File: config.mk
export PLATFORM = sky130hd
export DESIGN_NAME = lsu
export DESIGN_NICKNAME = d
export VERILOG_FILES = /design/src/rtl/lsu.sv
export SDC_FILE = /design/constraint.sdc
export NUM_CORES = 1
export LEC_CHECK = 0
export CAP_MARGIN = 20
export CORE_MARGIN = 2
export CORE_UTILIZATION = 28
export CTS_BUF_LIST = sky130_fd_sc_hd__clkbuf_8
export DETAILED_ROUTE_END_ITERATION = 8
export SLEW_MARGIN = 0
export SYNTH_ARGS = -nofsm -noshare
export SYNTH_HDL_FRONTEND = slang
export SYNTH_SLANG_ARGS = --single-unit
File: constraint.sdc
create_clock -name clk_i -period 2.1 [get_ports clk_i]
set_clock_uncertainty 0.15 [all_clocks]
set_input_delay 0.63 -clock clk_i [delete_from_list [all_inputs] [get_ports clk_i]]
set_output_delay 0.63 -clock clk_i [all_outputs]
set_load 0.05 [all_outputs]
File: src/rtl/lsu.sv
// rtl/lsu.sv - load/store unit: byte/half/word access, lane steering, bus timeout (optional LSU_MISALIGN_TRAP_EN)
module lsu #(
    parameter int TIMEOUT_CYCLES = 64
) (
    input  logic        clk_i,
    input  logic        rst_ni,
    input  logic        req_i,
    input  logic        we_i,
    input  logic [1:0]  size_i,
    input  logic        unsigned_i,
    input  logic [31:0] addr_i,
    input  logic [31:0] wdata_i,
    output logic        ready_o,
    output logic        done_o,
    output logic        err_o,
    output logic [31:0] rdata_o,
    output logic        mem_req_o,
    output logic        mem_we_o,
    output logic [31:0] mem_addr_o,
    output logic [3:0]  mem_be_o,
    output logic [31:0] mem_wdata_o,
    input  logic        mem_gnt_i,
    input  logic        mem_rvalid_i,
    input  logic [31:0] mem_rdata_i,
    input  logic        mem_err_i
);

    // The counter can reach TIMEOUT_CYCLES when a grant wins on the last allowed cycle.
    localparam int               CNT_W    = $clog2(TIMEOUT_CYCLES + 1);
    localparam logic [CNT_W-1:0] CNT_LAST = CNT_W'(TIMEOUT_CYCLES - 1);

    localparam logic [1:0] SIZE_BYTE = 2'b00;
    localparam logic [1:0] SIZE_HALF = 2'b01;
    localparam logic [1:0] SIZE_WORD = 2'b10;
    localparam logic [1:0] SIZE_RSVD = 2'b11;

    typedef enum logic [1:0] {
        S_IDLE = 2'b00,
        S_REQ  = 2'b01,
        S_WAIT = 2'b10,
        S_RESP = 2'b11
    } state_e;

    state_e           state_q, state_d;

    logic             we_q, we_d;
    logic [1:0]       size_q, size_d;
    logic             uns_q, uns_d;
    logic [1:0]       off_q, off_d;
    logic [31:0]      addr_q, addr_d;
    logic [3:0]       be_q, be_d;
    logic [31:0]      wdata_q, wdata_d;
    logic [31:0]      rdata_q, rdata_d;
    logic             err_q, err_d;
    logic [CNT_W-1:0] cnt_q, cnt_d;

    logic [1:0]       req_off;
    logic             req_illegal;
    logic [3:0]       req_be;
    logic [31:0]      req_wdata;
    logic [31:0]      lane;
    logic [31:0]      load_ext;
    logic             tmo;

    // Decode an incoming request: legality, effective lane offset, byte enables, replicated store data.
    always_comb begin
        req_off     = addr_i[1:0];
        req_illegal = (size_i == SIZE_RSVD);
`ifdef LSU_MISALIGN_TRAP_EN
        if (size_i == SIZE_HALF && addr_i[0]) begin
            req_illegal = 1'b1;
        end
        if (size_i == SIZE_WORD && addr_i[1:0] != 2'b00) begin
            req_illegal = 1'b1;
        end
`else
        // Misaligned accesses are silently force-aligned to their natural boundary.
        if (size_i == SIZE_HALF) begin
            req_off = {addr_i[1], 1'b0};
        end
        if (size_i == SIZE_WORD) begin
            req_off = 2'b00;
        end
`endif
        case (size_i)
            SIZE_BYTE: begin
                req_be    = 4'b0001 << req_off;
                req_wdata = {4{wdata_i[7:0]}};
            end
            SIZE_HALF: begin
                req_be    = 4'b0011 << req_off;
                req_wdata = {2{wdata_i[15:0]}};
            end
            default: begin
                req_be    = 4'b1111;
                req_wdata = wdata_i;
            end
        endcase
    end

    // Select the addressed lane of the raw read word and extend it to 32 bits.
    always_comb begin
        lane = mem_rdata_i >> {off_q, 3'b000};
        case (size_q)
            SIZE_BYTE: load_ext = uns_q ? {24'b0, lane[7:0]}  : {{24{lane[7]}}, lane[7:0]};
            SIZE_HALF: load_ext = uns_q ? {16'b0, lane[15:0]} : {{16{lane[15]}}, lane[15:0]};
            default:   load_ext = lane;
        endcase
    end

    assign tmo = (cnt_q >= CNT_LAST);

    // State register; reset abandons any transaction in flight.
    always_ff @(posedge clk_i or negedge rst_ni) begin
        if (!rst_ni) begin
            state_q <= S_IDLE;
        end else begin
            state_q <= state_d;
        end
    end

    // Next-state logic; grant/response take priority over an expiring timeout.
    always_comb begin
        state_d = state_q;
        case (state_q)
            S_IDLE: begin
                if (req_i) begin
                    state_d = req_illegal ? S_RESP : S_REQ;
                end
            end
            S_REQ: begin
                if (mem_gnt_i) begin
                    state_d = S_WAIT;
                end else if (tmo) begin
                    state_d = S_RESP;
                end
            end
            S_WAIT: begin
                if (mem_rvalid_i || tmo) begin
                    state_d = S_RESP;
                end
            end
            default: begin
                state_d = S_IDLE;
            end
        endcase
    end

    // Transaction registers: request fields, timeout counter, captured result.
    always_ff @(posedge clk_i or negedge rst_ni) begin
        if (!rst_ni) begin
            we_q    <= 1'b0;
            size_q  <= 2'b00;
            uns_q   <= 1'b0;
            off_q   <= 2'b00;
            addr_q  <= 32'h0;
            be_q    <= 4'h0;
            wdata_q <= 32'h0;
            rdata_q <= 32'h0;
            err_q   <= 1'b0;
            cnt_q   <= '0;
        end else begin
            we_q    <= we_d;
            size_q  <= size_d;
            uns_q   <= uns_d;
            off_q   <= off_d;
            addr_q  <= addr_d;
            be_q    <= be_d;
            wdata_q <= wdata_d;
            rdata_q <= rdata_d;
            err_q   <= err_d;
            cnt_q   <= cnt_d;
        end
    end

    // Compute the next values of the transaction registers for each state.
    always_comb begin
        we_d    = we_q;
        size_d  = size_q;
        uns_d   = uns_q;
        off_d   = off_q;
        addr_d  = addr_q;
        be_d    = be_q;
        wdata_d = wdata_q;
        rdata_d = rdata_q;
        err_d   = err_q;
        cnt_d   = cnt_q;
        case (state_q)
            S_IDLE: begin
                if (req_i) begin
                    we_d    = we_i;
                    size_d  = size_i;
                    uns_d   = unsigned_i;
                    off_d   = req_off;
                    addr_d  = {addr_i[31:2], 2'b00};
                    be_d    = req_be;
                    wdata_d = req_wdata;
                    rdata_d = 32'h0;
                    err_d   = req_illegal;
                    cnt_d   = '0;
                end
            end
            S_REQ: begin
                if (!mem_gnt_i && tmo) begin
                    err_d   = 1'b1;
                    rdata_d = 32'h0;
                end else begin
                    cnt_d = cnt_q + 1'b1;
                end
            end
            S_WAIT: begin
                if (mem_rvalid_i) begin
                    err_d   = mem_err_i;
                    rdata_d = (we_q || mem_err_i) ? 32'h0 : load_ext;
                end else if (tmo) begin
                    err_d   = 1'b1;
                    rdata_d = 32'h0;
                end else begin
                    cnt_d = cnt_q + 1'b1;
                end
            end
            default: begin
            end
        endcase
    end

    // Outputs decoded from state and registers only.
    always_comb begin
        ready_o     = (state_q == S_IDLE);
        done_o      = (state_q == S_RESP);
        err_o       = (state_q == S_RESP) && err_q;
        rdata_o     = (state_q == S_RESP) ? rdata_q : 32'h0;
        mem_req_o   = (state_q == S_REQ);
        mem_we_o    = we_q;
        mem_addr_o  = addr_q;
        mem_be_o    = be_q;
        mem_wdata_o = wdata_q;
    end

endmodule

# Yosys cells after proc, flatten, opt, wreduce, memory -nomap -nowiden
# Cells that the tools add are included.
[totals]
in_bits = 106
out_inout_bits = 105
ff_bits = 114
[op_classes]
n_reduce_logical = 13
n_mux = 30
order_cmp = 1
shifts = 3
add_sub_neg = 1
eq_ne = 15
[op_table]
columns = ["cell", "n"]
rows = [
  ["$mux W32", 8],
  ["$pmux W32 S2", 2],
  ["$pmux W32 S3", 1],
  ["$shr A32 B5 Y32", 1],
  ["$mux W7", 4],
  ["$pmux W7 S3", 1],
  ["$mux W2", 6],
  ["$ne A2 B2 Y1 const B", 5],
  ["$eq A2 B2 Y1 const B", 4],
  ["$pmux W4 S2", 1],
  ["$add A7 B1 Y7 const B", 1],
  ["$ge A7 B6 Y1 const B", 1],
  ["$eq A2 B1 Y1 const B", 3],
  ["$logic_not A2 Y1", 3],
  ["$pmux W2 S3", 1],
  ["$mux W1", 5],
  ["$reduce_and A5 Y1", 1],
  ["$reduce_and A4 Y1", 1],
  ["$shl A1 B2 Y4 const A", 1],
  ["$shl A2 B2 Y4 const A", 1],
  ["$ne A3 B1 Y1 const B", 1],
  ["$ne A3 B3 Y1 const B", 1],
  ["$pmux W1 S3", 1],
  ["$reduce_and A3 Y1", 1],
  ["6 further kinds", 8],
]

# Depth between registers and ports, before layout
# Gate-level depths: netlist of run 1.
[depth]
ltp_word = 6
ltp_mapped = 8
ltp_nobuf = 6

# Least setup slack after synthesis of run 1
# Ideal clock, no wire load.
[synth_path]
path_type = "register to output"
start = "register state_q[1]"
end = "output rdata_o[10]"
t_arrival_ns = 1.760
n_path_buf = 2
path_slack_ns = -0.440
path_stages_with_launch = 5
cell_sequence = "dfrtp_1 ha_1 buf_2 clkbuf_1 and2_1"
[synth_between]
elab_chain_cells = 2
[synth_rtl]
columns = ["item", "line", "source"]
rows = [
  ["start, declared", "44", "state_e state_q, state_d;"],
  ["start signal, assigned", "118", "state_q <= state_d;"],
  ["$eq A2 B2 Y1", "-", ""],
  ["via done_o", "14", "output logic done_o,"],
  ["$mux W32", "232", "rdata_o = (state_q == S_RESP) ? rdata_q : 32'h0;"],
  ["end, declared", "16", "output logic [31:0] rdata_o,"],
]
# The timed path passes the listed nets, and every way through them passes these cells.

# Worst setup path after layout of run 1
[layout_path]
start = "register state_q[1]"
end = "output rdata_o[29]"
[layout_between]
elab_chain_cells = 2
[layout_rtl]
columns = ["item", "line"]
rows = [
  ["$eq A2 B2 Y1", "232"],
  ["$mux W32", "232"],
]
# Every way passes these cells.

==> results of run 1 <==
cells by family (layout without fill, tap and decap cells):
logic type | Yosys count | after routing
AOI/OAI and AO/OA | 127 | 127
adders and majority gates | 5 | 5
buffers and inverters | 47 | 338
DFF | 114 | 114
muxes | 102 | 102
other | 1 | 2
and+or+nand+nor | 143 | 143
what timing repair did:
item,4_1_cts,5_1_grt
endpoints found under the hold margin,27,0
pin swaps,7,21
setup buffers,10,17
hold buffers,1,0
setup endpoints to repair,53,76
resized for setup,42,49
cloned,1,2
cell usage after synthesis (2+ instances only):
cell and count:
and2_1 35, buf_1 3, and3_1 2, nor2_1 16
buf_4 3, and2b_1 2, a21oi_1 42, ha_1 5
mux2_1 4, a211oi_1 7, buf_6 3, o2bb2ai_1 16
o221ai_1 3, buf_2 7, nor3b_2 2, nand2_1 53
o211ai_1 3, inv_1 7, nand3_1 10, o21ai_0 31
a31oi_1 17, mux4_2 2, nand2b_1 5, or2_2 2
dfrtp_1 114, nand3b_1 6, clkbuf_1 24, nor2b_1 2
mux2_2 55, mux2i_1 41
stage by stage:
step | hold WS (ps) | utilization (%) | instances
finish | 333.3 | 49.93 | 1101
global route | 360.3 | 49.93 | 1101
CTS | 340.1 | 47.73 | 1084
detailed placement | 324.2 | 44.13 | 1040
global placement | 311.0 | 44.13 | 1040
floorplan | 184.4 | - | 540
layer usage:
layer / part of all wire [%] / vias to the layer above
li1: - / 2490
met3: 7.5 / 16
met2: 48 / 179
met1: 44 / 2520
met4: 1.2 / 0
met5: 0 / -
sequential cells by signal (all words and copies together) (netlist names):
name         cells
cnt_q            7
err_q            1
mem_addr_o      30
mem_be_o         4
mem_wdata_o     32
mem_we_o         1
off_q            2
rdata_q         32
size_q           2
state_q          2
uns_q            1
final timing paths:
path | startpoint | to | cells past startpoint
max | state_q[1] | rdata_o[29] | 4
min | mem_wdata_o[24] | mem_wdata_o[24] | 2
max reg2reg | state_q[0] | cnt_q[5] | 7
min reg2reg | mem_wdata_o[24] | mem_wdata_o[24] | 2
max in group asynchronous | rst_ni | mem_addr_o[6] | 3
min in group asynchronous | rst_ni | cnt_q[5] | 2
layout make-up:
cell class	count	share of cell area, %
Timing Repair Buffer	299	31.81
Multi-Input combinational cell	379	31.71
Sequential cell	114	28.08
Tap cell	270	3.322
Clock buffer	20	2.707
Clock inverter	12	2.018
Inverter	7	0.3568
worst reg2reg max path: cells and delay by family, from the launching register on:
| family | cells | cell delay, ps |
|---|---|---|
| buf+inv | 2 | 260 |
| flops | 1 | 440 |
| simple gates | 3 | 880 |
| fa+ha+maj | 1 | 170 |
| compound gates | 1 | 200 |
where the power goes:
part	switching [mW]	internal, mW	total, mW	leakage (nW)
registers	0.643	3.16	3.80	1.42
clock network	0.967	1.52	2.48	0.241
logic	5.90	4.52	10.4	2.76
==> metrics.md, run 1 <==
| Metric | Value |
|---|---|
| Startpoint Class | `flop` |
| Fin crit share | `110.5%` |
| PD cells | `1643 nW/um2` |
| Failing checks | `setup timing` |
| Compound-Gate Fraction of Synth Area | `approximately 14%` |
| WP data arrival | `1540 ps` |
| Multi-input combinational cell area | `between 3000 and 4000 um2` |
| Gr busiest metal | `met2` |
| Antenna-violating nets left | `0` |
| CTS tree | `yes` |
| Final worst setup slack | `-220.5 ps` |
| Crit path capture type | `output pin` |
| Peak supply drop | `between 0.0007 and 0.0008 V` |
| Clock buffer depth | `2` |
| RSZ-0062 raised after global routing | `true` |
| Cell with the most instances on the worst path | `buf_12` |
| Syn Std Cell Area | `5832 um2` |
| Count of input and output buffers | `about 210` |
| Max Cap Viol | `0` |
| GR met2 Demand/Resource | `25.88%` |
| Fillers | `approximately 1800` |
| Vias in the first global route | `roughly 5400` |
| First-pass iteration count of the detailed router | `4` |
| Clock Latency Late Sink | `420 ps` |
| Number of flops mapped to enable cells by yosys | `0` |
| Hold Path Class | `flop to flop` |
| Rows | `52` |
| DIE WIDTH | `roughly 150 um` |
| IO Pins | `between 200 and 250` |
| Max incr delay on CP | `between 400 and 500 ps` |
| Pre-CTS WS | `-489.1 ps` |
| Area share of and/or/nand/nor cells after synthesis | `13.02%` |
| CTS H-tree lvls | `4` |
| First-pass GRT wire length | `slightly below 30000 um` |
| Outcome | `finished with violations` |
| Routed len/inst | `roughly 17 um` |
| CP max FO | `17` |
| Iteration-0 DRC Markers | `approximately 330` |
| GR Util met1 | `around 22%` |
| Netlist cell types | `47` |
| GR Util All Layers | `between 10% and 20%` |
| Design area | `approximately 10000 um2` |
| Clock transition at path regs | `70 ps` |
| Pins Over Slew Limit | `0` |
| Adder-cell share of the synthesized area | `under 10%` |
| Post-Route WL | `about 18000 um` |
| Seq/Total Area, Yosys | `between 40% and 50%` |
| Main synth FF type | `dfrtp_1` |
| Xor/xnor share of the synthesized area | `0%` |
| Crit path buf inv count | `2` |
| Initial antenna violation count | `0` |
| Vias | `roughly 5200` |
| YS warnings | `0` |
| Synth async-reset ratio | `100.0%` |
| Most common cell after layout, fill and taps aside | `buf_4` |
| Final RePlAce weighted congestion | `0.7915` |
| Via-per-instance ratio | `about 4.7` |
| Register area | `2855 um2` |
| Most frequent cells in the layout | `buf_4, dfrtp_1, clkdlybuf4s50_1` |
| P&R area growth vs syn | `74.36%` |
| Global route total overflow | `0` |
| Leakage | `4.423 nW` |
| Top cell type's share of synthesized area | `48.92%` |
| Antenna Cells | `0` |
| Synthesized flop and latch total | `114` |
| Gate Count Post-Synth | `approximately 540` |
| Dpl hpwl | `between 10000 and 15000 um` |
| Final setup violation count | `between 60 and 70` |
| Top cell type by total area after synthesis | `dfrtp_1` |
| Sum Neg Setup Slack | `-7339 ps` |
| Main combinational cell family by area after synthesis | `multiplexers` |
| Starting density of the core | `approximately 29%` |
| Num CTS Buffers | `17` |
| Area after DPL | `between 8000 and 9000 um2` |
| Power Total | `about 17 mW` |
| Slowest CP cell | `dfrtp_2` |
| Critical path type | `flop to output pin` |
| Largest net degree at the start of global routing | `46` |
| Remaining DRCs | `0` |
| # nets final | `929` |
| Post-synthesis mux area share | `between 10% and 20%` |
| Min cycle time layout | `~2300 ps` |
| Achievable Freq | `430.9 MHz` |
| GR Util met3 | `roughly 5.9%` |
| Fin. Hold Viols | `0` |
| CTS root buffer | `clkbuf_8` |
| Worst-path cell chain | `ha_4 -> buf_12 -> and2_2 -> buf_12` |
| CP delay by family, top | `flip-flops` |
| CORE AREA | `between 20000 and 25000 um2` |
| Die H | `148.3 um` |
| Reg2Reg Setup Slack | `-90 ps` |
| Worst path required time | `between 1000 and 1500 ps` |
| Die footprint | `22000 um2` |
| Synth area leaders | `dfrtp_1, mux2_2, mux2i_1, and2_1, a21oi_1` |
| Clock sink count | `between 100 and 150` |
| Mean Syn Cell Area | `10.82 um2` |
| Layout cell share with drive strength beyond 1 | `~45%` |
Power figures use the tool's default switching activity.
==> run 2: changes to the inputs <==
SKIP_CTS_REPAIR_TIMING = 1   (was not set)
==> metrics.md, run 2 (same netlist as run 1, synthesis figures left out) <==
| Metric | Value |
|---|---|
| GR Util All Layers | `16.26% (-0.41 points)` |
| Slowest CP cell | `dfrtp_2` |
| Initial antenna violation count | `0 (unchanged)` |
| CTS root buffer | `clkbuf_8` |
| CP max FO | `17 (unchanged)` |
| PD cells | `1607 nW/um2 (-2.2%)` |
| Most common cell after layout, fill and taps aside | `buf_4` |
| Fin. Hold Viols | `0 (unchanged)` |
| First-pass GRT wire length | `28170 um (-2.3%)` |
| RSZ-0062 raised after global routing | `true` |
| Rows | `52 (unchanged)` |
| Via-per-instance ratio | `4.682 (-0.97%)` |
| Worst path required time | `1320 ps (about the same)` |
| Startpoint Class | `flop` |
| Cell with the most instances on the worst path | `buf_12` |
| Hold_ws | `332.7 ps (-0.6180 ps)` |
| CORE AREA | `20360 um2 (unchanged)` |
| P&R area growth vs syn | `67.15%` |
| Final core utilization | `47.87% (-2.1 points)` |
| Die footprint | `22000 um2 (unchanged)` |
| Fin crit share | `111.7% (+1.2 points)` |
| Dpl hpwl | `13340 um (unchanged)` |
| First-pass iteration count of the detailed router | `4 (unchanged)` |
| Failing checks | `setup timing` |
| Num CTS Buffers | `17 (unchanged)` |
| IO Pins | `211 (unchanged)` |
| Final worst setup slack | `-246.2 ps (-25.74 ps)` |
| Crit path capture type | `output pin` |
| Outcome | `finished with violations` |
| Clock buffer depth | `2 (unchanged)` |
| WP data arrival | `1570 ps (+30 ps)` |
| Worst-path cell chain | `ha_4 -> buf_12 -> and2_2 -> buf_12` |
| Critical path type | `flop to output pin` |
| Remaining DRCs | `0 (unchanged)` |
| Most frequent cells in the layout | `buf_4, dfrtp_1, clkdlybuf4s50_1` |
| Design area | `9748 um2 (-4.1%)` |
| Die H | `148.3 um (unchanged)` |
| Vias in the first global route | `5258 (-1.8%)` |
| DIE WIDTH | `148.3 um (unchanged)` |
| Clock sink count | `114 (unchanged)` |
| Post-Route WL | `17680 um (-4.4%)` |
| Peak supply drop | `0.0007873 V (about the same)` |
| CTS tree | `yes` |
| DP Cell Count | `1040 (unchanged)` |
| Pins Over Slew Limit | `0 (unchanged)` |
| Max incr delay on CP | `440 ps (about the same)` |
| Clock transition at path regs | `70 ps (about the same)` |
| Min cycle time layout | `2346 ps (+25.74 ps)` |
| Routed len/inst | `16.31 um (-2.9%)` |
| Achievable Freq | `426.2 MHz (-1.1%)` |
| Layout cell share with drive strength beyond 1 | `41.03% (-3.7 points)` |
| Crit path buf inv count | `2 (unchanged)` |
| Final RePlAce weighted congestion | `0.7915 (unchanged)` |
| Iteration-0 DRC Markers | `256 (-22%)` |
| Largest net degree at the start of global routing | `46 (unchanged)` |
| Leakage | `4.272 nW (-3.4%)` |
| # nets final | `912 (-1.8%)` |
| Global route total overflow | `0 (unchanged)` |
| Starting density of the core | `28.64% (unchanged)` |
| Area after DPL | `8987 um2 (unchanged)` |
| CTS H-tree lvls | `4 (unchanged)` |
| Antenna-violating nets left | `0 (unchanged)` |
| Clock Latency Late Sink | `420 ps (about the same)` |
| Final setup violation count | `47 (-31%)` |
| Count of input and output buffers | `208 (unchanged)` |
| Vias | `5075 (-2.5%)` |
| Antenna Cells | `0 (unchanged)` |
| Final cell count without fillers | `1084 (-1.5%)` |
| Hold Path Class | `flop to flop` |
| Max Cap Viol | `0 (unchanged)` |
| CP delay by family, top | `flip-flops` |
[run 2: cell type report]
cell class | count | area [um2]
clock buffer | 20 | 275.3
clock inverter | 12 | 205.2
fill | 1844 | 10620
inverter | 7 | 33.78
multi-input combinational | 379 | 3012
sequential | 114 | 2855
tap | 270 | 337.8
timing repair buffer | 282 | 3029
[run 2: worst paths after layout]
kind / depth (start not counted) / endpoint / slack, ps / start
max: 4 / rdata_o[29] / -250 / state_q[1]
min in group asynchronous: 2 / cnt_q[5] / 550 / rst_ni
min reg2reg: 2 / mem_wdata_o[24] / 330 / mem_wdata_o[24]
max reg2reg: 9 / rdata_q[0] / -100 / state_q[1]
max in group asynchronous: 3 / mem_addr_o[6] / 650 / rst_ni
min: 2 / mem_wdata_o[24] / 330 / mem_wdata_o[24]
[run 2: report_power, final]
group          leakage (nW)  switching, mW  internal, mW
sequential             1.42          0.624          3.16
clock                 0.241          0.962          1.51
combinational          2.61           5.47          3.94
[run 2: per-stage QoR]
stage | TNS [ps] | worst slack [ps] | power (mW)
2_1_floorplan | -955.6 | -128.7 | 9.525
3_3_place_gp | -22220 | -457.8 | 12.64
3_5_place_dp | -24160 | -489.1 | 12.72
4_1_cts | -11050 | -342.3 | 15.25
5_1_grt | -12180 | -312.1 | 16.55
6_report | -8065 | -246.2 | 15.67
[run 2: per-layer routing]
| metal | vias to the layer above | global-route usage, % | part of all wire [%] |
|---|---|---|---|
| met5 | - | 0 | 0 |
| met2 | 177 | 25.16 | 47 |
| met4 | 0 | 4.190 | 1.1 |
| met3 | 16 | 6.043 | 8.2 |
| li1 | 2457 | - | - |
| met1 | 2425 | 21.57 | 44 |
[run 2: worst register-to-register path, cell delays in order (launching register included)]
cell and delay [ps]:
dfrtp_2 400, buf_4 130, buf_6 100, inv_6 30
ha_4 160, buf_4 140, a211oi_4 270, and2_4 210
buf_12 150, mux2_2 340
